`config.mk`:
```
export PLATFORM = sky130hd
export DESIGN_NAME = hub75_bcm
export DESIGN_NICKNAME = d
export VERILOG_FILES = /design/src/rtl/hub75_bcm_pkg.sv /design/src/rtl/hub75_bcm_timer.sv /design/src/rtl/hub75_bcm.sv
export SDC_FILE = /design/constraint.sdc
export NUM_CORES = 1
export LEC_CHECK = 0
export ABC_AREA = 1
export BUFFER_PORTS_ARGS = -buffer_cell sky130_fd_sc_hd__buf_2
export CAP_MARGIN = 40
export CORE_ASPECT_RATIO = 0.5
export CORE_MARGIN = 2
export CORE_UTILIZATION = 41
export DETAILED_ROUTE_END_ITERATION = 12
export PLACE_DENSITY = 0.68
export REMOVE_ABC_BUFFERS = 1
export SLEW_MARGIN = 5
export SYNTH_ARGS = -nofsm -noshare
export SYNTH_HDL_FRONTEND = slang
export SYNTH_HIERARCHICAL = 1
export SYNTH_SLANG_ARGS = --single-unit
```
`constraint.sdc`:
```
create_clock -name clk -period 3.46 [get_ports clk]
set_input_delay 0.346 -clock clk [delete_from_list [all_inputs] [get_ports clk]]
set_output_delay 0.346 -clock clk [all_outputs]
set_load 0.02 [all_outputs]
```
`src/rtl/hub75_bcm_pkg.sv`:
```
// Shared definitions for the HUB75 binary-code-modulation sequencer:
// FSM state encoding and the on-timer width helper.
package hub75_bcm_pkg;

   typedef enum logic [2:0] {
      ST_IDLE  = 3'd0,
      ST_SHIFT = 3'd1,
      ST_WAIT  = 3'd2,
      ST_LATCH = 3'd3,
      ST_ON    = 3'd4
   } state_e;

   // Wide enough to hold LSB_LEN << (N_PLANES-1) without overflow.
   function automatic int tmr_width(input int lsb_len, input int n_planes);
      return $clog2(lsb_len) + n_planes;
   endfunction

endpackage

```
`src/rtl/hub75_bcm_timer.sv`:
```
// Loadable down-counter for the unblank period; zero_q is the registered
// idle flag and drives the panel blank line directly.
module hub75_bcm_timer #(
   parameter int TMR_W = 10
) (
   input  logic             clk,
   input  logic             rst,
   input  logic             load,
   input  logic [TMR_W-1:0] load_val,
   output logic             zero
);

   logic [TMR_W-1:0] count_q, count_d;
   logic             zero_q, zero_d;

   // NOTE: every always_comb output gets a default first so no path leaves it
   // unassigned, which would otherwise infer a latch.
   always_comb begin
      count_d = count_q;
      if (load) begin
         count_d = load_val;
      end else if (count_q != '0) begin
         count_d = count_q - TMR_W'(1);
      end
      zero_d = (count_d == '0);
   end

   // NOTE: state is updated with non-blocking assignments so every flop samples
   // pre-edge values regardless of process ordering.
   always_ff @(posedge clk or posedge rst) begin
      if (rst) begin
         count_q <= '0;
         zero_q  <= 1'b1;
      end else begin
         count_q <= count_d;
         zero_q  <= zero_d;
      end
   end

   assign zero = zero_q;

endmodule

```
`src/rtl/hub75_bcm.sv`:
```
// BCM sequencer: per bit plane requests a column shift, latches it, drives
// the row address and unblanks for LSB_LEN * 2^plane cycles.
module hub75_bcm
   import hub75_bcm_pkg::*;
#(
   parameter int N_ROWS       = 32,
   parameter int N_PLANES     = 8,
   parameter int LSB_LEN      = 4,
   parameter int LOG_N_ROWS   = $clog2(N_ROWS),
   parameter int LOG_N_PLANES = $clog2(N_PLANES),
   parameter int TMR_W        = tmr_width(LSB_LEN, N_PLANES)
) (
   input  logic                    clk,
   input  logic                    rst,
   input  logic [LOG_N_ROWS-1:0]   row,
   input  logic                    go,
   output logic                    rdy,
   output logic [LOG_N_PLANES-1:0] shift_plane,
   output logic                    shift_go,
   input  logic                    shift_rdy,
   output logic [LOG_N_ROWS-1:0]   phy_addr,
   output logic                    phy_le,
   output logic                    phy_blank
);

   localparam logic [LOG_N_PLANES-1:0] LAST_PLANE = LOG_N_PLANES'(N_PLANES - 1);

   state_e                  state_q, state_d;
   logic [LOG_N_ROWS-1:0]   row_q, row_d;
   logic [LOG_N_ROWS-1:0]   addr_q, addr_d;
   logic [LOG_N_PLANES-1:0] plane_q, plane_d;
   logic                    le_q, le_d;
   logic                    tmr_load;
   logic                    tmr_zero;
   logic [TMR_W-1:0]        tmr_val;

   always_comb begin
      state_d  = state_q;
      row_d    = row_q;
      addr_d   = addr_q;
      plane_d  = plane_q;
      tmr_load = 1'b0;
      case (state_q)
         ST_IDLE: begin
            if (go) begin
               row_d   = row;
               plane_d = '0;
               state_d = ST_SHIFT;
            end
         end
         ST_SHIFT: state_d = ST_WAIT;
         ST_WAIT: begin
            // Previous plane must finish its full on-time before the address moves.
            if (shift_rdy && tmr_zero) begin
               addr_d  = row_q;
               state_d = ST_LATCH;
            end
         end
         ST_LATCH: state_d = ST_ON;
         ST_ON: begin
            tmr_load = 1'b1;
            if (plane_q == LAST_PLANE) begin
               state_d = ST_IDLE;
            end else begin
               plane_d = plane_q + LOG_N_PLANES'(1);
               state_d = ST_SHIFT;
            end
         end
         default: state_d = ST_IDLE;
      endcase
      // Delayed one cycle so the address is stable a cycle before le rises.
      le_d = (state_q == ST_LATCH);
   end

   always_ff @(posedge clk or posedge rst) begin
      if (rst) begin
         state_q <= ST_IDLE;
         row_q   <= '0;
         addr_q  <= '0;
         plane_q <= '0;
         le_q    <= 1'b0;
      end else begin
         state_q <= state_d;
         row_q   <= row_d;
         addr_q  <= addr_d;
         plane_q <= plane_d;
         le_q    <= le_d;
      end
   end

   assign tmr_val = TMR_W'(LSB_LEN) << plane_q;

   hub75_bcm_timer #(
      .TMR_W(TMR_W)
   ) u_timer (
      .clk     (clk),
      .rst     (rst),
      .load    (tmr_load),
      .load_val(tmr_val),
      .zero    (tmr_zero)
   );

   assign rdy         = (state_q == ST_IDLE);
   assign shift_go    = (state_q == ST_SHIFT);
   assign shift_plane = plane_q;
   assign phy_addr    = addr_q;
   assign phy_le      = le_q;
   assign phy_blank   = tmr_zero;

endmodule

```
* Word level (Yosys, flattened, before mapping)
Cells that the tools add are included.
** Storage, ports and cells
- Bits of input ports :: 9
- Bits in writable memories :: 0
- Memories kept :: 0
- Latch bits :: 0
- Logic and storage cells :: 37
- Bits in read-only memories :: 0
- Output and inout bits :: 12
- Flip-flop bits (word level) :: 28
** Cells by class
- Magnitude comparators :: 0
- Div/mod/pow operators :: 0
- Reduce and logical (&&, ||, !) cells :: 9
- Bitwise logic cells :: 0
- $add $sub $neg :: 2
- Multiplexer cells :: 10
- Eq/ne operators :: 8
- Shifts and indexed selects :: 1
- $mul :: 0
** Operators by type and width (number)
- two-way mux 10 bit :: 2
- case mux 3 bit (5 select lines) :: 1
- two-way mux 3 bit :: 4
- logical NOT 10 bit :: 1
- nonzero test 10 bit :: 1
- << shifter 3 x 3 -> 10 bit, first input constant :: 1
- subtractor 10 x 1 -> 10 bit, second input constant :: 1
- == test 3 x 2 -> 1 bit, second input constant :: 2
- == test 3 bit, second input constant :: 2
- inequality test 2 bit, second input constant :: 3
- case mux 3 bit (2 select lines) :: 1
- AND reduction 2 bit :: 3
- adder 3 x 1 -> 3 bit, second input constant :: 1
- == test 3 x 1 -> 1 bit, second input constant :: 1
- logical NOT 3 bit :: 1
- AND reduction 3 bit :: 1
- two-way mux 1 bit :: 2
- nonzero test 2 bit :: 1
- logical AND 1 bit :: 1

* Depth between registers and ports, before layout
Gate-level depths: netlist (run 1).
- Depth in word-level cells :: 4
- Gate-level depth with buffers :: 12

* Modules after synthesis
Netlist (run 1), hierarchy kept.
** Modules (own cells, without submodules)
- hub75_bcm :: cells each 111, area each 907.1 um^2, seq. area each 425.4 um^2, instances 1
- hub75_bcm_timer :: cells each 101, area each 732.0 um^2, seq. area each 276.5 um^2, instances 1

* Worst setup path after synthesis (run 1)
Ideal clock, no wire load.
- Path kind :: reg2reg
- Start point :: reg u_timer.count_q[0]
- End point :: reg u_timer.zero_q, in the netlist u_timer/zero
- Library setup time :: 0.067 ns
- Data required time :: 3.393 ns
- Setup slack :: 1.944 ns
- Arrival :: 1.449 ns
- Stages on the path, launching flop included :: 13
- Path through :: dfrtp_1 -> inv_1 -> ha_1 -> nand2_4 -> nor2_8 -> nand2_4 -> nand2_2 -> nand2_1 -> nand2_1 -> nand2_2 -> nor2_1 -> nand3_1 -> nor2_1
** On the way
- Longest elaborated chain between the ends :: 4
- Elaborated cells on any way between the ends :: 5
- Those cells by class :: add/sub: 1; mux: 2; reduce/logical: 2
** RTL lines
- from (decl) :: RTL line hub75_bcm_timer.sv:13 : logic [TMR_W-1:0] count_q, count_d;
- from (signal assigned) :: RTL line hub75_bcm_timer.sv:35 : count_q <= count_d;
- subtractor 10 x 1 -> 10 bit or nonzero test 10 bit (tied branches) :: RTL line hub75_bcm_timer.sv:23, hub75_bcm_timer.sv:22
- two-way mux 10 bit (*) :: RTL line hub75_bcm_timer.sv:22 : end else if (count_q != '0) begin
- two-way mux 10 bit (*) :: RTL line hub75_bcm_timer.sv:20 : if (load) begin
- via u_timer.count_d[0] :: RTL line hub75_bcm_timer.sv:13
- logical NOT 10 bit (*) :: RTL line hub75_bcm_timer.sv:25 : zero_d = (count_d == '0);
- via u_timer.zero_d :: RTL line hub75_bcm_timer.sv:14 : logic zero_q, zero_d;
- to (signal assigned) :: RTL line hub75_bcm_timer.sv:36 : zero_q <= zero_d;
- to (decl) :: RTL line hub75_bcm_timer.sv:14
Mark *: on every way through the listed nets, which the timed path passes. The rest lies on a longest branch.
A chain may end at the register's enable or synchronous reset.

* Worst setup path after layout (run 1)
- Start point :: reg state_q[1]
- End point :: reg u_timer.zero_q, in the netlist u_timer/zero
** On the way
- Longest elaborated chain between the ends :: 4
** RTL lines
- from (decl) :: RTL line hub75_bcm.sv:28 : state_e state_q, state_d;
- from (signal assigned) :: RTL line hub75_bcm.sv:83 : state_q <= state_d;
- == test 3 bit :: RTL line hub75_bcm.sv:43 : case (state_q)
- two-way mux 1 bit :: RTL line hub75_bcm.sv:43
- via tmr_load :: RTL line hub75_bcm.sv:33 : logic tmr_load;
- two-way mux 10 bit :: RTL line hub75_bcm_timer.sv:20
- via u_timer.count_d[9] :: RTL line hub75_bcm_timer.sv:13
- logical NOT 10 bit :: RTL line hub75_bcm_timer.sv:25
- via u_timer.zero_d :: RTL line hub75_bcm_timer.sv:14
The timed path passes the listed nets, and every way through them passes these cells.

==> results of run 1 <==
-- final timing paths --
kind                            cells past startpoint       start  slack (ns)            endpoint
worst max register to register                     11  state_q[1]        1.50        u_timer/zero
worst min-delay path                                2         rst        0.05  u_timer/count_q[0]
min in group clk                                    3      row[0]        0.31            row_q[0]
worst min register to register                      2    row_q[4]        0.48         phy_addr[4]
max in group asynchronous                           2         rst        2.91            row_q[1]
worst max-delay path                               11  state_q[1]        1.50        u_timer/zero
-- area by class of cell --
| type | count | area [um2] | share of cell area (%) |
|---|---|---|---|
| Sequential cell | 28 | 702 | 38.2 |
| Inverter | 31 | 116 | 6.34 |
| Multi-Input combinational cell | 151 | 796 | 43.3 |
| Tap cell | 54 | 67.6 | 3.68 |
| Clock buffer | 4 | 55.1 | 3.00 |
| Timing Repair Buffer | 20 | 100 | 5.45 |
-- flip-flops by register name, indices dropped and copies added (netlist names) --
name             flops
row_q                5
u_timer/count_q     10
u_timer/zero         1
phy_addr             5
phy_le               1
state_q              3
shift_plane          3
-- synthesized netlist by cell type (3+ instances only) --
master	number	area share [%]
nand2_1	70	16
inv_1	29	6.6
dfrtp_1	27	41
nor2_1	23	5.3
nand3_1	18	5.5
ha_1	7	5.3
o21ai_2	5	2.7
nand2_2	4	1.5
o21ai_0	4	1.2
xnor2_1	3	1.6
-- metal layers --
| layer | vias up | GRT usage [%] | wire (um) |
|---|---|---|---|
| li1 | 692 | - | - |
| met1 | 581 | 17.5 | 1350 |
| met2 | 28 | 24.6 | 1370 |
| met3 | 4 | 3.27 | 143 |
| met4 | 0 | 4.41 | 27 |
| met5 | - | 0 | 0 |
-- stage by stage --
stage	power [W]	util, %
4_1_cts	0.00156	47.5
2_1_floorplan	0.00118	-
5_1_grt	0.00170	47.5
6_report	0.00155	47.5
3_3_place_gp	0.00134	46.1
3_5_place_dp	0.00136	46.1
-- kinds of logic after synthesis --
logic type	Yosys count	synth area share, %
buffers and inverters	34	8.85
adders and majority gates	7	5.34
DFF	28	42.8
xor gates and xnor gates	4	2.14
AOI/OAI and AO/OA	10	4.20
other	1	0.229
and+or+nand+nor	128	36.4
-- report_power, final --
| group | internal (W) | total [W] | switching (W) |
|---|---|---|---|
| clock | 0.000102 | 0.000195 | 0.0000933 |
| combinational | 0.000265 | 0.000756 | 0.000490 |
| sequential | 0.000469 | 0.000598 | 0.000129 |
| total | 0.000836 | 0.00155 | 0.000713 |
==> flow_summary.ini, run 1 <==
[outcome]
status = finished clean

[logic_synthesis]
avgSynthCellArea_um2 = 7.73
yosys.cell_types.count = 27
syn_inst = 212
ys_seq_elements = 28
synth-edff-count = 0
synth_ff_type = dfrtp_1
ys_warn_count = 6
ys_seq_area_share_pct = 42.8
ys_async_sr_fraction_pct = 100
netlist_area_mm2 = 0.00164

[sta]
min_period_over_period_pct = 56.5
slew_viol_final = 0
rsz0062_at_grt = false
min_period_ns = 1.96
skew_ns = 0.00331
max_freq_mhz = 511
fin_ws_ns = 1.50
finalHoldViolCount = 0
whs_ns = 0.0497
worstMarginPinSlew_ns = 0.626
fin_tns_setup_ns = 0
relSlewSlack_pct = 58.2
setup_viol = 0

[layout]
area_growth_pct = 12.1
mostFrequentLayoutCells = 70 x nand2_1, 29 x inv_1, 27 x dfrtp_1
final_layout_size_suffix_gt1_share_pct = 19.2
layout_commonest_cell = nand2_1
diodes = 0
nNetsFinal = 251
final_area_mm2 = 0.00184
fill_cells = 376
instances_no_fill = 288

[setup_path]
critical_path.max_fanout = 11
end_kind = flop
cp_slowest_stage_delay_ns = 0.48
worstSetupPathType = flop to flop
cp_slowest_cell = dfrtp_1
crit_path_cell_trace = nor2_4 -> nand2_1 -> inv_1 -> clkinv_1 -> nand2_1 -> inv_1 -> nand2_1 -> nand2_2 -> nor2_1 -> nand3_1 -> nor2_1
critPathTopFamily = simple AND/OR/NAND/NOR gates
cp_common_cell = nand2_1
crit_arrival_ns = 2.16
worst-path-buf-inv = 3
start_kind = flop
cp.required_ns = 3.67

[placement]
place_inst = 284
placed_area_mm2 = 0.00178
dpl.hpwl_um = 2330
portBuffers = 20
dp_slack_ns = 1.53
place.gp.congestion = 0.875

[routing]
vias = 1305
viasPerCell = 4.53
ant_nets = 0
finalWirelength_um = 2890
first_pass_iters = 4
drtIter0Drc = 71
post-route-drc-count = 0
wl_per_cell_um = 10.0

[floorplan]
row_count = 16
coreArea_mm2 = 0.00386
die_h_um = 48.7
start_util_pct = 42.4
ioPinCount = 21
dieArea_mm2 = 0.00455
die_w_um = 93.4

[clock_network]
path_clk_slew_ns = 0.09
htreeDepth = 1
cts_hold_buffers = 0
clock_path_buffers = 2
cts_resized = 0
cts_sinks = 28
cts_setup_buffers = 0
clock_latency_ns = 0.27
cts_tree = done
cts_made_buffers = 3
ctsRootBufferMaster = clkbuf_8

[global_routing]
gr-total-overflow = 0
grt_usage_pct = 14.1
grt_start_max_net_pins = 18
grt_pass1_vias = 1175
grt_pass1_wl_um = 5060
antenna_found_initial = 0

[power_and_ir_drop]
p_per_area_mw_per_mm2 = 843
cellLeakagePower_nw = 1.05
ir_drop_mv = 0.448

[worst_hold_path]
min_path_type = primary input to asynchronous set/reset pin

[job]
cap_violations = 0
Note: power is estimated with default switching activity, not from simulation.
==> inputs of run 2 (changes only) <==
--- a/config.mk
+++ b/config.mk
@@ -12,7 +12,7 @@
 export CORE_MARGIN = 2
 export CORE_UTILIZATION = 41
 export DETAILED_ROUTE_END_ITERATION = 12
-export PLACE_DENSITY = 0.68
+export PLACE_DENSITY = 0.7
 export REMOVE_ABC_BUFFERS = 1
 export SLEW_MARGIN = 5
 export SYNTH_ARGS = -nofsm -noshare
==> constraint.sdc (replaced) <==
create_clock -name clk -period 1.7 [get_ports clk]
set_input_delay 0.17 -clock clk [delete_from_list [all_inputs] [get_ports clk]]
set_output_delay 0.17 -clock clk [all_outputs]
set_load 0.02 [all_outputs]
==> run 2 against run 1 <==
Worst hold slack gained 0.073 ns. Sequential power rose by 100%. Non-clock buffer count up 4. Cell count is 1.7% higher. Clock-buffer cell count down 1. Global-route usage decreased by 1.2 points. Clock power rose to 2.6 times the previous value. First-iteration DRC count is 2.8% lower. Design area rose by 3.9%. Via count increased by 1.1%.
==> flow_summary.ini, run 2 (synthesis gave the netlist of run 1 again) <==
[sta]
setup_viol = 0
fin_tns_setup_ns = 0
min_period_over_period_pct = 93.2
relSlewSlack_pct = 58.0
slew_viol_final = 0
max_freq_mhz = 631
worstMarginPinSlew_ns = 0.629
skew_ns = 0.00740
finalHoldViolCount = 0
min_period_ns = 1.58
whs_ns = 0.123

[power_and_ir_drop]
swShare_pct = 44.2
p_int_w = 0.00188
cellLeakagePower_nw = 1.07
combPwrFrac_pct = 48.9
p_per_area_mw_per_mm2 = 1760
pwr-share-clk_pct = 15.3
ir_drop_mv = 0.664
pwr-share-seq_pct = 35.8
p_switching_w = 0.00148

[outcome]
status = finished clean

[floorplan]
coreArea_mm2 = 0.00386
ioPinCount = 21
die_w_um = 93.4
start_util_pct = 42.4
dieArea_mm2 = 0.00455
row_count = 16
die_h_um = 48.7

[setup_path]
crit_arrival_ns = 1.79
cp.required_ns = 1.91
start_kind = flop
reg2reg_from = state_q[0]
worstSetupPathType = flop to flop
reg2reg_slack_ns = 0.12
crit_start = state_q[0]
worstRegToRegCells = 9
critical_path.max_fanout = 5
end_kind = flop
crit_end = u_timer/zero
rr_endpoint = u_timer/zero

[layout]
nNetsFinal = 256
mostFrequentLayoutCells = 70 x nand2_1, 26 x inv_1, 26 x dfrtp_1
largest_reg_flops = 10
largest-register = u_timer/count_q
diodes = 0
layout_commonest_cell = nand2_1
area_growth_pct = 16.4
final_layout_size_suffix_gt1_share_pct = 23.0
final_area_mm2 = 0.00191

[global_routing]
antenna_found_initial = 0
grt_pass1_wl_um = 4800
grt_usage_pct = 12.9
grt_pass1_vias = 1150
grt_start_max_net_pins = 18
gr-total-overflow = 0

[placement]
placed_area_mm2 = 0.00180
dpl.hpwl_um = 2250
place.gp.congestion = 0.821
portBuffers = 20

[routing]
post-route-drc-count = 0
drtIter0Drc = 69
ant_nets = 0
vias = 1320
first_pass_iters = 4
wl_per_cell_um = 9.60
finalWirelength_um = 2810
viasPerCell = 4.51

[clock_network]
cts_setup_buffers = 0
clock_latency_ns = 0.27
cts_tree = done
htreeDepth = 1
cts_sinks = 28
ctsRootBufferMaster = clkbuf_8
clock_path_buffers = 2
cts_made_buffers = 3
path_clk_slew_ns = 0.10

[job]
cap_violations = 0

[worst_hold_path]
min_path_type = primary input to flop
[run 2: critical path: stages (launching register included)]
cell and delay [ns]:
dfrtp_2 0.46, nor2_4 0.12, nand2_1 0.12, inv_2 0.14
clkinvlp_2 0.19, nand3_1 0.14, nand2_1 0.07, nor2_1 0.11
nand2_1 0.08, nor2_1 0.10
[run 2: timing repair]
action / 4_1_cts / 5_1_grt
setup endpoints to repair: 0 / 1
hold buffers: 1 / 0
resized for setup: 0 / 7
endpoints found under the hold margin: 10 / 0
[run 2: power groups by stage]
stage          Sequential (W)  Clock, W  Combinational [W]
6_report              0.00120  0.000514            0.00164
3_3_place_gp          0.00121         0            0.00157
2_1_floorplan         0.00127         0            0.00113
5_1_grt               0.00124  0.000561            0.00185
3_5_place_dp          0.00121         0            0.00159
4_1_cts               0.00119  0.000527            0.00160
[run 2: through the flow]
step	power (W)	cells	setup WS, ns	util, %
6_report	0.00336	293	0.116	49.4
5_1_grt	0.00365	293	-0.000996	49.4
4_1_cts	0.00332	292	0.0356	48.8
3_5_place_dp	0.00280	287	0.0582	46.7
3_3_place_gp	0.00278	287	0.0914	46.7
2_1_floorplan	0.00240	210	0.0296	-
[run 2: cell type report]
type	count	area [um2]
fillers	385	1960
clock buffers	3	41.3
well taps	54	67.6
clock inverters	1	30.0
flip-flops and latches	28	703
repair buffers	24	133
inverters	31	120
repair inverters	1	5.00
multi-input cells	151	808
[run 2: routing by layer]
| metal | part of all wire [%] | track usage (%) |
|---|---|---|
| met1 | 49 | 16.6 |
| met2 | 47 | 22.8 |
| met3 | 2.4 | 2.34 |
| met4 | 0.78 | 2.94 |
| met5 | 0 | 0 |
[run 2: how the worst min path moves through the flow]
stage,from,endpoint,cells after the start
finish,row[0],row_q[0],3
global route,row[3],row_q[3],3
CTS,row[0],row_q[0],3
detailed placement,rst,u_timer/count_q[0],2
global placement,rst,u_timer/count_q[9],2
floorplan,rst,u_timer/count_q[0],1
==> inputs of run 3 (changes only) <==
--- a/config.mk
+++ b/config.mk
@@ -12,10 +12,10 @@
 export CORE_MARGIN = 2
 export CORE_UTILIZATION = 41
 export DETAILED_ROUTE_END_ITERATION = 12
-export PLACE_DENSITY = 0.7
+export GPL_ROUTABILITY_DRIVEN = 0
+export PLACE_DENSITY = 0.71
 export REMOVE_ABC_BUFFERS = 1
 export SLEW_MARGIN = 5
 export SYNTH_ARGS = -nofsm -noshare
 export SYNTH_HDL_FRONTEND = slang
-export SYNTH_HIERARCHICAL = 1
 export SYNTH_SLANG_ARGS = --single-unit
==> run 3 against run 2 <==
Die area decreased by 8.0%. Critical path type unchanged. Sequential power decreased by 6%. Clock power decreased by 32%. Critical endpoint is now u_timer.zero. Cell count decreased by 14%. Largest power group unchanged.
==> flow_summary.ini, run 3 <==
[logic_synthesis]
synth_xor_xnor_area_share_pct = 1.17
ys_warn_count = 0
synth_compound_area_share_pct = 4.50
synth_fa_ha_area_share_pct = 5.84
yosys.cell_types.count = 22
ys_async_sr_fraction_pct = 100
synth_top_family_by_area = simple AND/OR/NAND/NOR gates
avgSynthCellArea_um2 = 8.67
ys_seq_area_share_pct = 46.8
synth_mux_area_share_pct = 7.51
synthTopCellsByCount = 36 x nand2_1, 27 x dfrtp_1, 24 x inv_1
ys_seq_elements = 28
synth-edff-count = 0
synth.largest_area_cell = dfrtp_1
synthSimpleGateAreaFrac_pct = 26.5
synth_ff_type = dfrtp_1
ys_top_cells_by_area = dfrtp_1 45%, nand2_1 9.0%, mux2_2 7.5%
netlist_area_mm2 = 0.00150
yosysTopAreaCellShare_pct = 45.0
synth.most_common_cell = nand2_1
syn_inst = 173

[layout]
mostFrequentLayoutCells = 35 x nand2_1, 27 x dfrtp_1, 22 x inv_1
area_growth_pct = 19.5
final_layout_size_suffix_gt1_share_pct = 29.7
final_area_mm2 = 0.00179
diodes = 0
final_util_pct = 51.6
largest-register = u_timer.count_q
largest_reg_flops = 10
nNetsFinal = 219
layout_commonest_cell = nand2_1

[job]
cap_violations = 0

[sta]
finalHoldViolCount = 0
whs_ns = 0.127
slew_viol_final = 0
fin_ws_ns = 0.131
min_period_ns = 1.57
relSlewSlack_pct = 63.1
skew_ns = 0.00500
worstMarginPinSlew_ns = 0.553
max_freq_mhz = 637
min_period_over_period_pct = 92.3
setup_viol = 0

[clock_network]
cts_made_buffers = 3
clock_latency_ns = 0.26
clock_path_buffers = 2
cts_tree = done
htreeDepth = 1
cts_sinks = 28
ctsRootBufferMaster = clkbuf_8
path_clk_slew_ns = 0.09

[worst_hold_path]
holdPathStages = 2
min_path_type = primary input to flop

[placement]
dpl.hpwl_um = 2230
dp_slack_ns = 0.00163
placed_area_mm2 = 0.00167
portBuffers = 20

[setup_path]
crit_end = u_timer.zero
critical_path.max_fanout = 8
reg2reg_from = u_timer.count_q[1]
crit_arrival_ns = 1.77
reg2reg_slack_ns = 0.13
cp.required_ns = 1.90
crit_start = u_timer.count_q[1]
end_kind = flop
worstRegToRegCells = 12
rr_endpoint = u_timer.zero
worstSetupPathType = flop to flop
start_kind = flop

[global_routing]
grt_pass1_wl_um = 4770
gr-total-overflow = 0
antenna_found_initial = 0
grt_start_max_net_pins = 16
grt_usage_pct = 15.1
grt_pass1_vias = 1133

[outcome]
status = finished clean

[routing]
vias = 1190
first_pass_iters = 4
finalWirelength_um = 2940
wl_per_cell_um = 11.6
post-route-drc-count = 0
drtIter0Drc = 62
viasPerCell = 4.70
ant_nets = 0

[floorplan]
dieArea_mm2 = 0.00419
coreArea_mm2 = 0.00347
die_w_um = 89.5
row_count = 15
start_util_pct = 43.2
ioPinCount = 21
die_h_um = 46.8

[power_and_ir_drop]
ir_drop_mv = 1.07
cellLeakagePower_nw = 0.969
p_per_area_mw_per_mm2 = 1730
power.total_w = 0.00311
-- run 3: area by class of cell --
class	count	area, um2
inverters	27	104
repair buffers	26	148
clock buffers	4	45.0
fillers	311	1680
multi-input cells	117	731
flip-flops and latches	28	702
well taps	51	63.8
-- run 3: kinds of logic after synthesis --
logic type / Yosys count
DFF: 28
adders and majority gates: 7
and+or+nand+nor: 88
AOI/OAI and AO/OA: 10
xor gates and xnor gates: 2
muxes: 10
buffers and inverters: 28
-- run 3: where the power goes --
part	leakage [nW]	switching, W	internal (W)
Clock	0.0228	0.000185	0.000167
Combinational	0.592	0.00101	0.000616
Sequential	0.354	0.000183	0.000948
-- run 3: worst min path at each step --
stage / end / start
after floorplan: phy_addr[0] / rst
after global placement: phy_addr[2] / rst
after detailed placement: shift_plane[1] / rst
after CTS: row_q[3] / row[3]
after global routing: row_q[4] / row[4]
final: row_q[3] / row[3]
-- run 3: metrics by stage --
step | cells | setup TNS, ns
CTS | 251 | 0
global route | 253 | -0.00634
detailed placement | 245 | 0
floorplan | 172 | 0
global placement | 245 | 0
finish | 253 | 0
-- run 3: per-layer routing --
metal  track usage, %  wire length [um]  share of wire, %  vias to the layer above
li1                 -                 -                 -                      609
met3             2.64                71               2.4                        2
met4             3.88                19              0.65                        0
met1             18.5              1350                46                      555
met2             28.4              1490                51                       24
met5                0                 0                 0                        -
-- run 3: timing repair --
action,CTS,global route
hold endpoints to repair,12,0
buffers inserted,1,2
hold buffers,1,0
gates resized for setup,0,12
pin swaps,1,5
endpoints found under the setup margin,1,5
-- run 3: worst max-delay path, stage by stage (launching register included) --
cell and delay [ns]:
dfrtp_1 0.41, inv_2 0.09, ha_4 0.15, nand2_2 0.06, nor2_4 0.13, nand3_4 0.13
nand3_2 0.09, nand2_1 0.07, inv_1 0.05, nand2_1 0.05, nor2_1 0.09, nand3_1 0.07
nor2_1 0.12
